$ cat config.mk
export PLATFORM = sky130hd
export DESIGN_NAME = load_store_unit
export DESIGN_NICKNAME = d
export VERILOG_FILES = /design/src/rtl/lsu_pkg.sv /design/src/rtl/lsu_align.sv /design/src/rtl/load_store_unit.sv
export SDC_FILE = /design/constraint.sdc
export NUM_CORES = 1
export LEC_CHECK = 0
export BUFFER_PORTS_ARGS = -buffer_cell sky130_fd_sc_hd__buf_2
export CAP_MARGIN = 0
export CELL_PAD_IN_SITES_DETAIL_PLACEMENT = 1
export CELL_PAD_IN_SITES_GLOBAL_PLACEMENT = 1
export CORE_ASPECT_RATIO = 0.8
export CORE_MARGIN = 1.5
export CORE_UTILIZATION = 38
export CTS_BUF_LIST = sky130_fd_sc_hd__clkbuf_4
export DETAILED_ROUTE_END_ITERATION = 7
export PLACE_DENSITY_LB_ADDON = 0.3
export SLEW_MARGIN = 10
export SYNTH_ARGS = -nofsm -noshare
export SYNTH_HDL_FRONTEND = slang
export SYNTH_SLANG_ARGS = --single-unit
$ cat constraint.sdc
create_clock -name clk_i -period 6.5 [get_ports clk_i]
set_clock_uncertainty 0.2 [all_clocks]
set_input_delay 0.975 -clock clk_i [delete_from_list [all_inputs] [get_ports clk_i]]
set_output_delay 0.975 -clock clk_i [all_outputs]
set_load 0.005 [all_outputs]
$ cat src/rtl/lsu_pkg.sv
// Shared funct3 encodings, LSU state type and lane helpers for the load/store unit.
// Pure declarations; no state, no timing.
package lsu_pkg;

    localparam logic [2:0] F3_B  = 3'd0;
    localparam logic [2:0] F3_H  = 3'd1;
    localparam logic [2:0] F3_W  = 3'd2;
    localparam logic [2:0] F3_BU = 3'd4;
    localparam logic [2:0] F3_HU = 3'd5;

    typedef enum logic [1:0] {
        S_IDLE = 2'd0,
        S_REQ  = 2'd1,
        S_RESP = 2'd2,
        S_DONE = 2'd3
    } lsu_state_t;

    function automatic logic [3:0] be_for(input logic [2:0] f3, input logic [1:0] off);
        logic [3:0] be;
        case (f3)
            F3_B, F3_BU: be = 4'b0001 << off;
            F3_H, F3_HU: be = 4'b0011 << {off[1], 1'b0};
            default:     be = 4'b1111;
        endcase
        return be;
    endfunction

    function automatic logic [31:0] wdata_for(input logic [2:0] f3, input logic [31:0] wd);
        logic [31:0] res;
        case (f3)
            F3_B:    res = {4{wd[7:0]}};
            F3_H:    res = {2{wd[15:0]}};
            default: res = wd;
        endcase
        return res;
    endfunction

    function automatic logic f3_illegal(input logic [2:0] f3, input logic is_store);
        logic bad;
        if (is_store) begin
            bad = (f3 > F3_W);
        end else begin
            bad = (f3 == 3'd3) || (f3 == 3'd6) || (f3 == 3'd7);
        end
        return bad;
    endfunction

    function automatic logic misaligned(input logic [2:0] f3, input logic [1:0] off);
        logic bad;
        case (f3[1:0])
            2'd1:    bad = off[0];
            2'd2:    bad = (off != 2'd0);
            default: bad = 1'b0;
        endcase
        return bad;
    endfunction

endpackage

$ cat src/rtl/lsu_align.sv
// Load data aligner: shifts the bus word down to the addressed lane and sign/zero extends.
// Purely combinational, zero latency, no handshake.
module lsu_align
    import lsu_pkg::*;
(
    input  logic [31:0] rdata_i,
    input  logic [1:0]  off_i,
    input  logic [2:0]  funct3_i,
    output logic [31:0] data_o
);

    logic [31:0] shifted;

    always_comb begin
        shifted = rdata_i >> {off_i, 3'b000};
        case (funct3_i)
            F3_B:    data_o = {{24{shifted[7]}}, shifted[7:0]};
            F3_H:    data_o = {{16{shifted[15]}}, shifted[15:0]};
            F3_BU:   data_o = {24'd0, shifted[7:0]};
            F3_HU:   data_o = {16'd0, shifted[15:0]};
            default: data_o = shifted;
        endcase
    end

endmodule

$ cat src/rtl/load_store_unit.sv
// Single-outstanding load/store responder on a req/gnt/rvalid word bus.
// Min latency: load 3, store 2, error 1 cycle; stalls the core until done, with optional timeout abort.
module load_store_unit
    import lsu_pkg::*;
#(
    parameter int TIMEOUT_CYCLES = 64,
    parameter int CNT_W          = 8
) (
    input  logic        clk_i,
    input  logic        rst_i,
    input  logic        mem_read_i,
    input  logic        mem_write_i,
    input  logic [2:0]  funct3_i,
    input  logic [31:0] addr_i,
    input  logic [31:0] wdata_i,
    output logic [31:0] rdata_o,
    output logic        stall_o,
    output logic        done_o,
    output logic        err_o,
    output logic        bus_req_o,
    output logic        bus_we_o,
    output logic [31:0] bus_addr_o,
    output logic [3:0]  bus_be_o,
    output logic [31:0] bus_wdata_o,
    input  logic        bus_gnt_i,
    input  logic        bus_rvalid_i,
    input  logic [31:0] bus_rdata_i
);

    localparam logic [CNT_W-1:0] TO_LAST =
        (TIMEOUT_CYCLES == 0) ? '0 : CNT_W'(TIMEOUT_CYCLES - 1);

    lsu_state_t  state_q, state_d;
    logic        bus_req_q, bus_req_d;
    logic        bus_we_q, bus_we_d;
    logic [31:0] bus_addr_q, bus_addr_d;
    logic [3:0]  bus_be_q, bus_be_d;
    logic [31:0] bus_wdata_q, bus_wdata_d;
    logic [31:0] rdata_q, rdata_d;
    logic        done_q, done_d;
    logic        err_q, err_d;
    logic [CNT_W-1:0] cnt_q, cnt_d;
    logic [2:0]  f3_q, f3_d;
    logic [1:0]  off_q, off_d;

    logic        any_req;
    logic        bad_req;
    logic        timeout;
    logic [31:0] aligned;

    lsu_align u_align (
        .rdata_i  (bus_rdata_i),
        .off_i    (off_q),
        .funct3_i (f3_q),
        .data_o   (aligned)
    );

    assign any_req = mem_read_i | mem_write_i;
    assign bad_req = (mem_read_i & mem_write_i)
                   | f3_illegal(funct3_i, mem_write_i)
                   | misaligned(funct3_i, addr_i[1:0]);
    assign timeout = (TIMEOUT_CYCLES != 0) && (cnt_q == TO_LAST);

    always_comb begin
        state_d     = state_q;
        bus_req_d   = bus_req_q;
        bus_we_d    = bus_we_q;
        bus_addr_d  = bus_addr_q;
        bus_be_d    = bus_be_q;
        bus_wdata_d = bus_wdata_q;
        rdata_d     = rdata_q;
        done_d      = 1'b0;
        err_d       = 1'b0;
        cnt_d       = cnt_q;
        f3_d        = f3_q;
        off_d       = off_q;

        case (state_q)
            S_IDLE: begin
                if (any_req) begin
                    if (bad_req) begin
                        state_d = S_DONE;
                        done_d  = 1'b1;
                        err_d   = 1'b1;
                    end else begin
                        state_d     = S_REQ;
                        bus_req_d   = 1'b1;
                        bus_we_d    = mem_write_i;
                        bus_addr_d  = {addr_i[31:2], 2'b00};
                        bus_be_d    = be_for(funct3_i, addr_i[1:0]);
                        bus_wdata_d = wdata_for(funct3_i, wdata_i);
                        f3_d        = funct3_i;
                        off_d       = addr_i[1:0];
                        cnt_d       = '0;
                    end
                end
            end
            S_REQ: begin
                cnt_d = cnt_q + 1'b1;
                if (bus_gnt_i) begin
                    bus_req_d = 1'b0;
                    if (bus_we_q) begin
                        state_d = S_DONE;
                        done_d  = 1'b1;
                    end else begin
                        state_d = S_RESP;
                    end
                end else if (timeout) begin
                    bus_req_d = 1'b0;
                    state_d   = S_DONE;
                    done_d    = 1'b1;
                    err_d     = 1'b1;
                end
            end
            S_RESP: begin
                cnt_d = cnt_q + 1'b1;
                if (bus_rvalid_i) begin
                    rdata_d = aligned;
                    state_d = S_DONE;
                    done_d  = 1'b1;
                end else if (timeout) begin
                    state_d = S_DONE;
                    done_d  = 1'b1;
                    err_d   = 1'b1;
                end
            end
            default: begin
                state_d = S_IDLE;
            end
        endcase
    end

    always_ff @(posedge clk_i) begin
        if (rst_i) begin
            state_q     <= S_IDLE;
            bus_req_q   <= 1'b0;
            bus_we_q    <= 1'b0;
            bus_addr_q  <= '0;
            bus_be_q    <= '0;
            bus_wdata_q <= '0;
            rdata_q     <= '0;
            done_q      <= 1'b0;
            err_q       <= 1'b0;
            cnt_q       <= '0;
            f3_q        <= '0;
            off_q       <= '0;
        end else begin
            state_q     <= state_d;
            bus_req_q   <= bus_req_d;
            bus_we_q    <= bus_we_d;
            bus_addr_q  <= bus_addr_d;
            bus_be_q    <= bus_be_d;
            bus_wdata_q <= bus_wdata_d;
            rdata_q     <= rdata_d;
            done_q      <= done_d;
            err_q       <= err_d;
            cnt_q       <= cnt_d;
            f3_q        <= f3_d;
            off_q       <= off_d;
        end
    end

    // Stall must rise in the accept cycle itself, so it is decoded from live inputs.
    assign stall_o = ((state_q == S_IDLE) & any_req & ~rst_i)
                   | (state_q == S_REQ) | (state_q == S_RESP);

    assign rdata_o     = rdata_q;
    assign done_o      = done_q;
    assign err_o       = err_q;
    assign bus_req_o   = bus_req_q;
    assign bus_we_o    = bus_we_q;
    assign bus_addr_o  = bus_addr_q;
    assign bus_be_o    = bus_be_q;
    assign bus_wdata_o = bus_wdata_q;

endmodule

==> metrics.csv <==
metric,value,unit
outcome,completed,
synth-edff-count,0,
cp.depth,9,
netlist_area,0.005266,mm2
cts_max_level,4,
routed.top_layer,met4,
coreArea,0.01355,mm2
worst_ir_drop_vdd,130.2,uV
leakage,0.002780,uW
ff2ff_path_depth,8,
grt_usage,0.2485,
fmax,0.2851,GHz
wl_met1,7921,um
yosys_warnings,0,
hold_class,register to register,
crit_fanout,47,
crit_start,funct3_i[1],
rows,38,
post_cts_resized,0,
cts_buffers,17,
ys_top_cells_by_area,"dfxtp_1 (44%), nand2_1 (9.6%), a21oi_1 (8.1%)",
setup_tns,0,ns
antenna_found_initial,0,
grt_pass1_vias,5423,
nNetsFinal,942,
endpoint_kind,register,
synth-main-ff-cell,dfxtp_1,
viasPerCell,5.300,
wl_met3,1277,um
crit_path_end,cnt_q[2],
worst_pin_slew,1.183,ns
cts-hold-fix-buffers,0,
grt_max_degree,113,
final_common_cell,buf_2,
p_seq_frac,0.441,
criticalPathCategory,input port to register,
io_buffers,207,
finalCritPeriodShare,0.5395,
grt_overflow,0,
syn_area_per_cell,8.127,um2
ys_ff_latch,117,
ctsRootBufferMaster,clkbuf_4,
yosys.area.top_type,dfxtp_1,
final_cells,1019,
r2r_end,cnt_q[2],
drtIter0Drc,331,
synth.top_cell.area_share,0.4448,
drtPass1Iterations,5,
area_growth,25.09,%
crit_required,6.72,ns
postSynthCellCount,648,
hold_start,bus_addr_o[8],
setup_viol,0,
place_area,0.006326,mm2
yosysUniqueCellTypes,55,
r2r_slack,3.48,ns
seq_area_frac_synth,0.4448,
gp_congestion,0.8121,
crit_chain,buf_2 -> inv_1 -> ha_1 -> o211a_1 -> nor3_4 -> nand3_2 -> buf_4 -> o21bai_1 -> a21oi_1,
postCtsSetupBuffers,0,
cpPeakStageDelay,0.51,ns
cp_top_family,compound AO/OA/AOI/OAI gates,
r2r_start,state_q[0],
slowest_stage,o21bai_1,
die-area,0.01458,mm2
io_pins,210,
p_clk_frac,0.250,
diodes,0,
clockBufferDepth,2,
wire_per_inst,17.57,um
cts.sinks,117,
clkTransAtPathRegs,0.10,ns
die_w,134.6,um
dp.final_hpwl,13360,um
sw_frac_of_total,0.3580,
power_density,309.5,mW/mm2
cap_viol_max_count,0,
final.min_clock_period,3.507,ns
met2_length,8367,um
async_flop_share,0,
hold_viol,0,
drive_gt1_frac,0.3135,
detail-route-antenna-nets,0,
initial_utilization,0.3886,
power_switching,729.9,uW
drc,0,
path_buf_inv,3,
die_y,108.3,um
rsz0062_at_grt,false,
final_cell_mix,"buf_2 (206), nand2_1 (134), dfxtp_1 (117)",
slew_headroom,0.2112,
drt-total-wl,17900,um
final-max-slew-violation-count,0,
setup.worst_path.start_class,input port,
tritoncts,yes,
critPathArrivalTime,3.73,ns
internal-power,1309,uW
combPwrFrac,0.310,
vias,5401,
clk_latency,0.56,ns
grt_pass1_wl,28070,um
stdcell_area,0.006588,mm2
dp.cells,988,
## worst min-delay path by stage
stage,to,cells past startpoint
global route,bus_wdata_o[3],2
CTS,bus_addr_o[27],2
finish,bus_addr_o[8],2
floorplan,cnt_q[5],2
detailed placement,bus_addr_o[27],2
global placement,bus_wdata_o[31],2
## kinds of logic after synthesis
group | Yosys count | share of synthesized area
compound gates | 190 | 0.2369
simple gates | 249 | 0.2041
fa+ha+maj | 10 | 0.02376
other cells | 1 | 0.0007121
buf+inv | 62 | 0.05156
mux | 19 | 0.03825
flops | 117 | 0.4448
## Yosys cell counts (2+ instances only)
library cell	instances
and2_1	2
inv_1	11
buf_1	2
buf_4	5
nor2_1	57
mux2i_1	10
and3_2	2
buf_2	10
dfxtp_1	117
nand3_1	3
clkbuf_1	33
a21oi_1	85
mux2_2	9
or3_1	5
a221oi_1	8
nor3_1	21
a21oi_2	2
o211ai_1	17
nand2_1	134
a221o_1	8
nor2b_1	10
o21ai_0	19
ha_1	10
a211oi_1	32
or2_2	5
nand2b_1	2
## power by group through the flow
stage / Clock (uW) / Combinational [uW] / Sequential, uW
2_1_floorplan: 0 / 399 / 905
3_3_place_gp: 0 / 601 / 905
3_5_place_dp: 0 / 633 / 913
4_1_cts: 525 / 635 / 899
5_1_grt: 555 / 713 / 912
6_report: 509 / 631 / 898
## per-stage QoR
| stage | setup WS (ns) | utilization | power (uW) | hold slack, ns |
|---|---|---|---|---|
| 2_1_floorplan | 3.720 | - | 1304 | 0.2477 |
| 3_3_place_gp | 2.697 | 0.4669 | 1506 | 0.2375 |
| 3_5_place_dp | 2.467 | 0.4669 | 1546 | 0.2467 |
| 4_1_cts | 3.034 | 0.4862 | 2058 | 0.2627 |
| 5_1_grt | 2.847 | 0.4862 | 2180 | 0.2791 |
| 6_report | 2.993 | 0.4862 | 2039 | 0.2615 |
## layout make-up
cell class              count  area (um2)
fillers                  1729        6963
repair buffers            210        1061
clock buffers              20       150.1
clock inverters            11       111.4
multi-input cells         470        2656
well taps                 180       225.2
inverters                  11       41.29
flip-flops and latches    117        2342
## state kept, by name (all words and copies together) (netlist names)
register / flops
bus_we_o: 1
bus_addr_o: 30
cnt_q: 8
bus_be_o: 4
state_q: 2
off_q: 2
err_o: 1
f3_q: 3
rdata_o: 32
bus_wdata_o: 32
bus_req_o: 1
done_o: 1
## layer usage
metal / up-vias / track usage
li1: 2631 / -
met1: 2583 / 0.3154
met2: 161 / 0.3905
met3: 26 / 0.08533
met4: 0 / 0.09601
met5: - / 0
## tightest hold or removal path, stage by stage (launching register included)
cell	delay (ns)
dfxtp_1	0.32
nand2_1	0.05
a21oi_1	0.05
(Power assumes the default switching activity.)
